==> config.mk <==
export PLATFORM = sky130hd
export DESIGN_NAME = grid_cell_plotter
export DESIGN_NICKNAME = d
export VERILOG_FILES = /design/src/rtl/grid_cell_plotter.sv
export SDC_FILE = /design/constraint.sdc
export NUM_CORES = 1
export LEC_CHECK = 0
export CAP_MARGIN = 15
export CORE_MARGIN = 4
export CORE_UTILIZATION = 38
export CTS_CLUSTER_DIAMETER = 100
export CTS_CLUSTER_SIZE = 10
export DETAILED_ROUTE_END_ITERATION = 8
export SYNTH_ARGS = -nofsm -noshare
export SYNTH_HDL_FRONTEND = slang
export SYNTH_SLANG_ARGS = --single-unit
==> constraint.sdc <==
create_clock -name clock -period 7.7 [get_ports clock]
set_input_delay 0.77 -clock clock [delete_from_list [all_inputs] [get_ports clock]]
set_output_delay 0.77 -clock clock [all_outputs]
set_load 0.005 [all_outputs]
==> src/rtl/grid_cell_plotter.sv <==
// Column-request grid plotter: round-robin arbitration over per-column
// requests, paints one CELL_W x CELL_H rectangle per grant into VGA SRAM.
module grid_cell_plotter #(
   parameter int N_COLS   = 64,
   parameter int N_ROWS   = 64,
   parameter int CELL_W   = 10,
   parameter int CELL_H   = 7,
   parameter int X_ORIGIN = 0,
   parameter int Y_ORIGIN = 0,
   parameter int SCREEN_W = 640
) (
   input  logic              clock,
   input  logic              reset,
   input  logic [N_COLS-1:0] col_select,
   input  logic [9:0]        row_select,
   input  logic [7:0]        pixel_color,
   output logic [N_COLS-1:0] return_sig,
   output logic [18:0]       vga_sram_address,
   output logic              vga_sram_write,
   output logic [7:0]        vga_sram_writedata,
   input  logic              vga_sram_waitrequest,
   output logic              busy
);

   localparam int CW  = (N_COLS > 1) ? $clog2(N_COLS) : 1;
   localparam int DXW = $clog2(CELL_W + 1);
   localparam int DYW = $clog2(CELL_H + 1);
   localparam logic [18:0] ROW_STEP = 19'(SCREEN_W - CELL_W + 1);

   typedef enum logic [2:0] {IDLE, GRANT, SETUP, DRAW, DONE} state_t;

   state_t            state;
   logic [CW-1:0]     rr_ptr;
   logic [CW-1:0]     cur_col;
   logic [CW-1:0]     grant_col;
   logic              grant_ok;
   logic [9:0]        row_q;
   logic [7:0]        color_q;
   logic [DXW-1:0]    dx;
   logic [DYW-1:0]    dy;
   logic [N_COLS-1:0] pending;
   logic [N_COLS-1:0] ret_next;
   logic [18:0]       px0;
   logic [18:0]       py0;
   logic [18:0]       start_addr;

   // A column whose ack is still high is not eligible again.
   assign pending = col_select & ~return_sig;

   always_comb begin
      int idx;
      idx       = 0;
      grant_ok  = 1'b0;
      grant_col = '0;
      for (int i = 0; i < N_COLS; i++) begin
         idx = int'(rr_ptr) + i;
         if (idx >= N_COLS) idx = idx - N_COLS;
         if (!grant_ok && pending[CW'(idx)]) begin
            grant_ok  = 1'b1;
            grant_col = CW'(idx);
         end
      end
   end

   assign px0        = 19'(X_ORIGIN) + 19'(cur_col) * 19'(CELL_W);
   assign py0        = 19'(Y_ORIGIN) + 19'(row_q) * 19'(CELL_H);
   assign start_addr = py0 * 19'(SCREEN_W) + px0;

   // Acks drop once the requester lets go; a set only comes from DONE.
   always_comb begin
      ret_next = return_sig & col_select;
      if (state == DONE && col_select[cur_col])
         ret_next[cur_col] = 1'b1;
   end

   always_ff @(posedge clock) begin
      if (reset) begin
         state              <= IDLE;
         rr_ptr             <= '0;
         cur_col            <= '0;
         row_q              <= '0;
         color_q            <= '0;
         dx                 <= '0;
         dy                 <= '0;
         return_sig         <= '0;
         vga_sram_address   <= '0;
         vga_sram_write     <= 1'b0;
         vga_sram_writedata <= '0;
         busy               <= 1'b0;
      end else begin
         return_sig <= ret_next;
         unique case (state)
            IDLE: begin
               if (|pending) begin
                  state <= GRANT;
                  busy  <= 1'b1;
               end
            end
            GRANT: begin
               if (grant_ok) begin
                  cur_col <= grant_col;
                  row_q   <= row_select;
                  color_q <= pixel_color;
                  rr_ptr  <= (grant_col == CW'(N_COLS - 1)) ?
                             '0 : grant_col + CW'(1);
                  state   <= SETUP;
               end else begin
                  state <= IDLE;
                  busy  <= 1'b0;
               end
            end
            SETUP: begin
               dx <= '0;
               dy <= '0;
               if (int'(row_q) >= N_ROWS) begin
                  state <= DONE;
               end else begin
                  vga_sram_write     <= 1'b1;
                  vga_sram_address   <= start_addr;
                  vga_sram_writedata <= color_q;
                  state              <= DRAW;
               end
            end
            DRAW: begin
               if (!vga_sram_waitrequest) begin
                  if (dx == DXW'(CELL_W - 1)) begin
                     dx <= '0;
                     if (dy == DYW'(CELL_H - 1)) begin
                        vga_sram_write <= 1'b0;
                        state          <= DONE;
                     end else begin
                        dy               <= dy + DYW'(1);
                        vga_sram_address <= vga_sram_address + ROW_STEP;
                     end
                  end else begin
                     dx               <= dx + DXW'(1);
                     vga_sram_address <= vga_sram_address + 19'd1;
                  end
               end
            end
            DONE: begin
               state <= IDLE;
               busy  <= 1'b0;
            end
            default: state <= IDLE;
         endcase
      end
   end

endmodule

==> flow_metrics.env <==
export IMPL_drtAntennaViolNets=0
export IMPL_hold_path_class="flip-flop to flip-flop"
export IMPL_finalSetupViolCount=0
export IMPL_antenna_found_initial=4
export IMPL_synth_cells=3148
export IMPL_slew_headroom_pct=9.82
export IMPL_globalRouteOverflowTotal=0
export IMPL_viasPerCell=7.08
export IMPL_syn_nets=3320
export IMPL_fin_skew_ns=0.0267
export IMPL_synthArstFlopShare_pct=0
export IMPL_cts_buffers=17
export IMPL_crit_path_start_kind="flip-flop"
export IMPL_cts_tree="built"
export IMPL_run_status="finished, final reports clean"
export IMPL_endpoint_kind="flip-flop"
export IMPL_slew_viol_final=0
export IMPL_synth_area_um2=25000
export IMPL_drc=0
export IMPL_avgSynthCellArea_um2=7.95
export IMPL_cp_arrival_ns=7.87
export IMPL_nets=3803
export IMPL_place_hpwl_um=125000
export IMPL_htree_levels=4
export IMPL_period_needed_ns=7.50
export IMPL_critPathMaxFanout=15
export IMPL_path_clk_slew_ns=0.06
export IMPL_required_ns=8.07
export IMPL_die_x_um=265
export IMPL_ys_seq_area_share_pct=10.6
export IMPL_cts_resized=0
export IMPL_dr_pass1_iters=7
export IMPL_clk_root_buffer_cell="clkbuf_16"
export IMPL_grt_pass1_wl_um=217000
export IMPL_critical_path_class="flip-flop to flip-flop"
export IMPL_io_buffers=177
export IMPL_coreArea_um2=64800
export IMPL_cts_hold_buf=0
export IMPL_cts_setup_buffers=0
export IMPL_rsz0062_at_grt="no"
export IMPL_ys_ff_latch=133
export IMPL_ys_types=106
export IMPL_die_area_um2=70000
export IMPL_ys_warn_count=0
export IMPL_grt_max_degree=119
export IMPL_wire_per_inst_um=34.4
export IMPL_clock_latency_ns=0.47
export IMPL_vias=31888
export IMPL_finalHoldViolations=0
export IMPL_synthFlopType="dfxtp_1"
export IMPL_drt_initial_drc_count=5298
export IMPL_io_pins=178
export IMPL_wl_um=155000
export IMPL_fp_dieH_um=265
export IMPL_cts_path_max_buffers=2
export IMPL_setup_tns_ns=0
export IMPL_post_route_period_util_pct=97.4
export IMPL_place_congestion=1.10
export IMPL_row_count=93
export IMPL_grtUsageTotal_pct=42.1
export IMPL_drv_cap=0
export IMPL_cts_sinks=133
export IMPL_grt_pass1_vias=29139
export IMPL_fmax_mhz=133
export IMPL_synthToLayoutAreaGrowth_pct=25.9
export IMPL_synth_edf_count=0
export IMPL_initial_core_util_pct=38.6
export IMPL_drive_gt1_share_pct=22.6
export IMPL_tightest_slew_ns=1.34
## logic make-up after synthesis
| family | Yosys count | synth area share, % |
|---|---|---|
| adder cells (fa/ha/maj) | 87 | 4.77 |
| buffers and inverters | 299 | 5.59 |
| multiplexers | 239 | 18.1 |
| flip-flops | 133 | 10.6 |
| XOR/XNOR | 108 | 3.81 |
| AND/OR/NAND/NOR | 1372 | 31.9 |
| AO/OA/AOI/OAI | 910 | 25.2 |
## state kept, by name, indices dropped and copies added, names as in the netlist
signal / cells
color_q: 8
dy: 3
cur_col: 6
row_q: 10
state: 3
busy: 1
vga_sram_address: 19
vga_sram_writedata: 8
return_sig: 64
dx: 4
rr_ptr: 6
vga_sram_write: 1
## area by class of cell
class	count	area, um^2
Inverter	68	258
Tap cell	855	1070
Sequential cell	133	2680
Multi-Input combinational cell	2716	21100
Antenna cell	2	5.00
Timing Repair Buffer	695	5830
Clock inverter	12	120
Fill cell	6390	33300
Clock buffer	20	447
## Yosys cell counts, types with 34 or more instances
| cell | instances | area, um^2 |
|---|---|---|
| a211oi_1 | 38 | 285 |
| a21o_1 | 37 | 278 |
| a21oi_1 | 191 | 956 |
| a22oi_1 | 109 | 818 |
| and4b_1 | 37 | 370 |
| clkbuf_1 | 152 | 571 |
| dfxtp_1 | 133 | 2660 |
| ha_1 | 73 | 913 |
| inv_1 | 64 | 240 |
| mux2i_1 | 56 | 561 |
| mux4_2 | 168 | 3780 |
| nand2_1 | 237 | 890 |
| nand2b_1 | 78 | 488 |
| nand3_1 | 75 | 375 |
| nand3b_1 | 34 | 255 |
| nand4_1 | 51 | 319 |
| nor2_1 | 278 | 1040 |
| nor2b_1 | 86 | 538 |
| nor3_1 | 101 | 505 |
| nor4_1 | 67 | 419 |
| nor4bb_1 | 58 | 581 |
| o2111ai_1 | 36 | 315 |
| o211ai_1 | 38 | 285 |
| o21ai_0 | 128 | 641 |
| o22ai_1 | 43 | 269 |
| or4_1 | 36 | 270 |
| xnor2_1 | 85 | 744 |
## metal layers
layer  vias to the layer above  track usage, %  part of all wire (%)
met4                         4            23.2                   7.0
met3                       550            11.8                    13
met1                     15467            55.1                    38
met5                         -               0                 0.017
li1                      13434               -                     -
met2                      2433            62.7                    42
## worst paths after layout
check	start	to	slack [ns]	depth (start not counted)
worst max register to register	rr_ptr[1]	rr_ptr[5]	0.20	20
worst min register to register	color_q[2]	color_q[2]	0.45	2
worst min-delay path	color_q[2]	color_q[2]	0.45	2
worst max-delay path	rr_ptr[1]	rr_ptr[5]	0.20	20
## stage by stage
stage	hold WS (ns)	cell area, um^2	setup WS, ns	utilization (%)	instances
after floorplan	0.436	25000	0.0962	-	3148
after global placement	0.442	30900	0.388	47.7	4465
after CTS	0.457	31500	0.388	48.6	4498
after detailed placement	0.448	30900	0.453	47.7	4466
final	0.454	31500	0.200	48.6	4501
after global routing	0.470	31500	0.111	48.6	4499
## placed cells by master, fill, tap and decap left out, types with 63 or more instances in the layout
master	count
buf_4	505
nor2_1	277
nand2_1	237
a21oi_1	191
clkdlybuf4s50_1	176
mux4_2	168
o21ai_0	128
dfxtp_1	127
a22oi_1	109
nor3_1	100
nor2b_1	86
xnor2_1	79
nand2b_1	78
nand3_1	75
ha_1	71
nor4_1	67
inv_1	63
## worst max-delay path, cell delays in order (launching register included)
cell       delay, ns
dfxtp_2         0.35
inv_2           0.23
ha_2            0.44
nor2b_1         0.38
or2_2           0.61
mux4_2          0.51
mux4_2          0.60
mux2_4          0.31
or4b_4          0.52
or4_4           0.56
or2_1           0.42
nor3_1          0.44
buf_4           0.21
a2111oi_0       0.10
or2_1           0.26
a311oi_1        0.22
nand3b_1        0.29
buf_4           0.25
and2_4          0.16
or3_1           0.35
o211ai_1        0.17
Power is left out: the tool's default activity adds up to more than one toggle a clock period on the data nets, which glitch-free logic cannot reach.
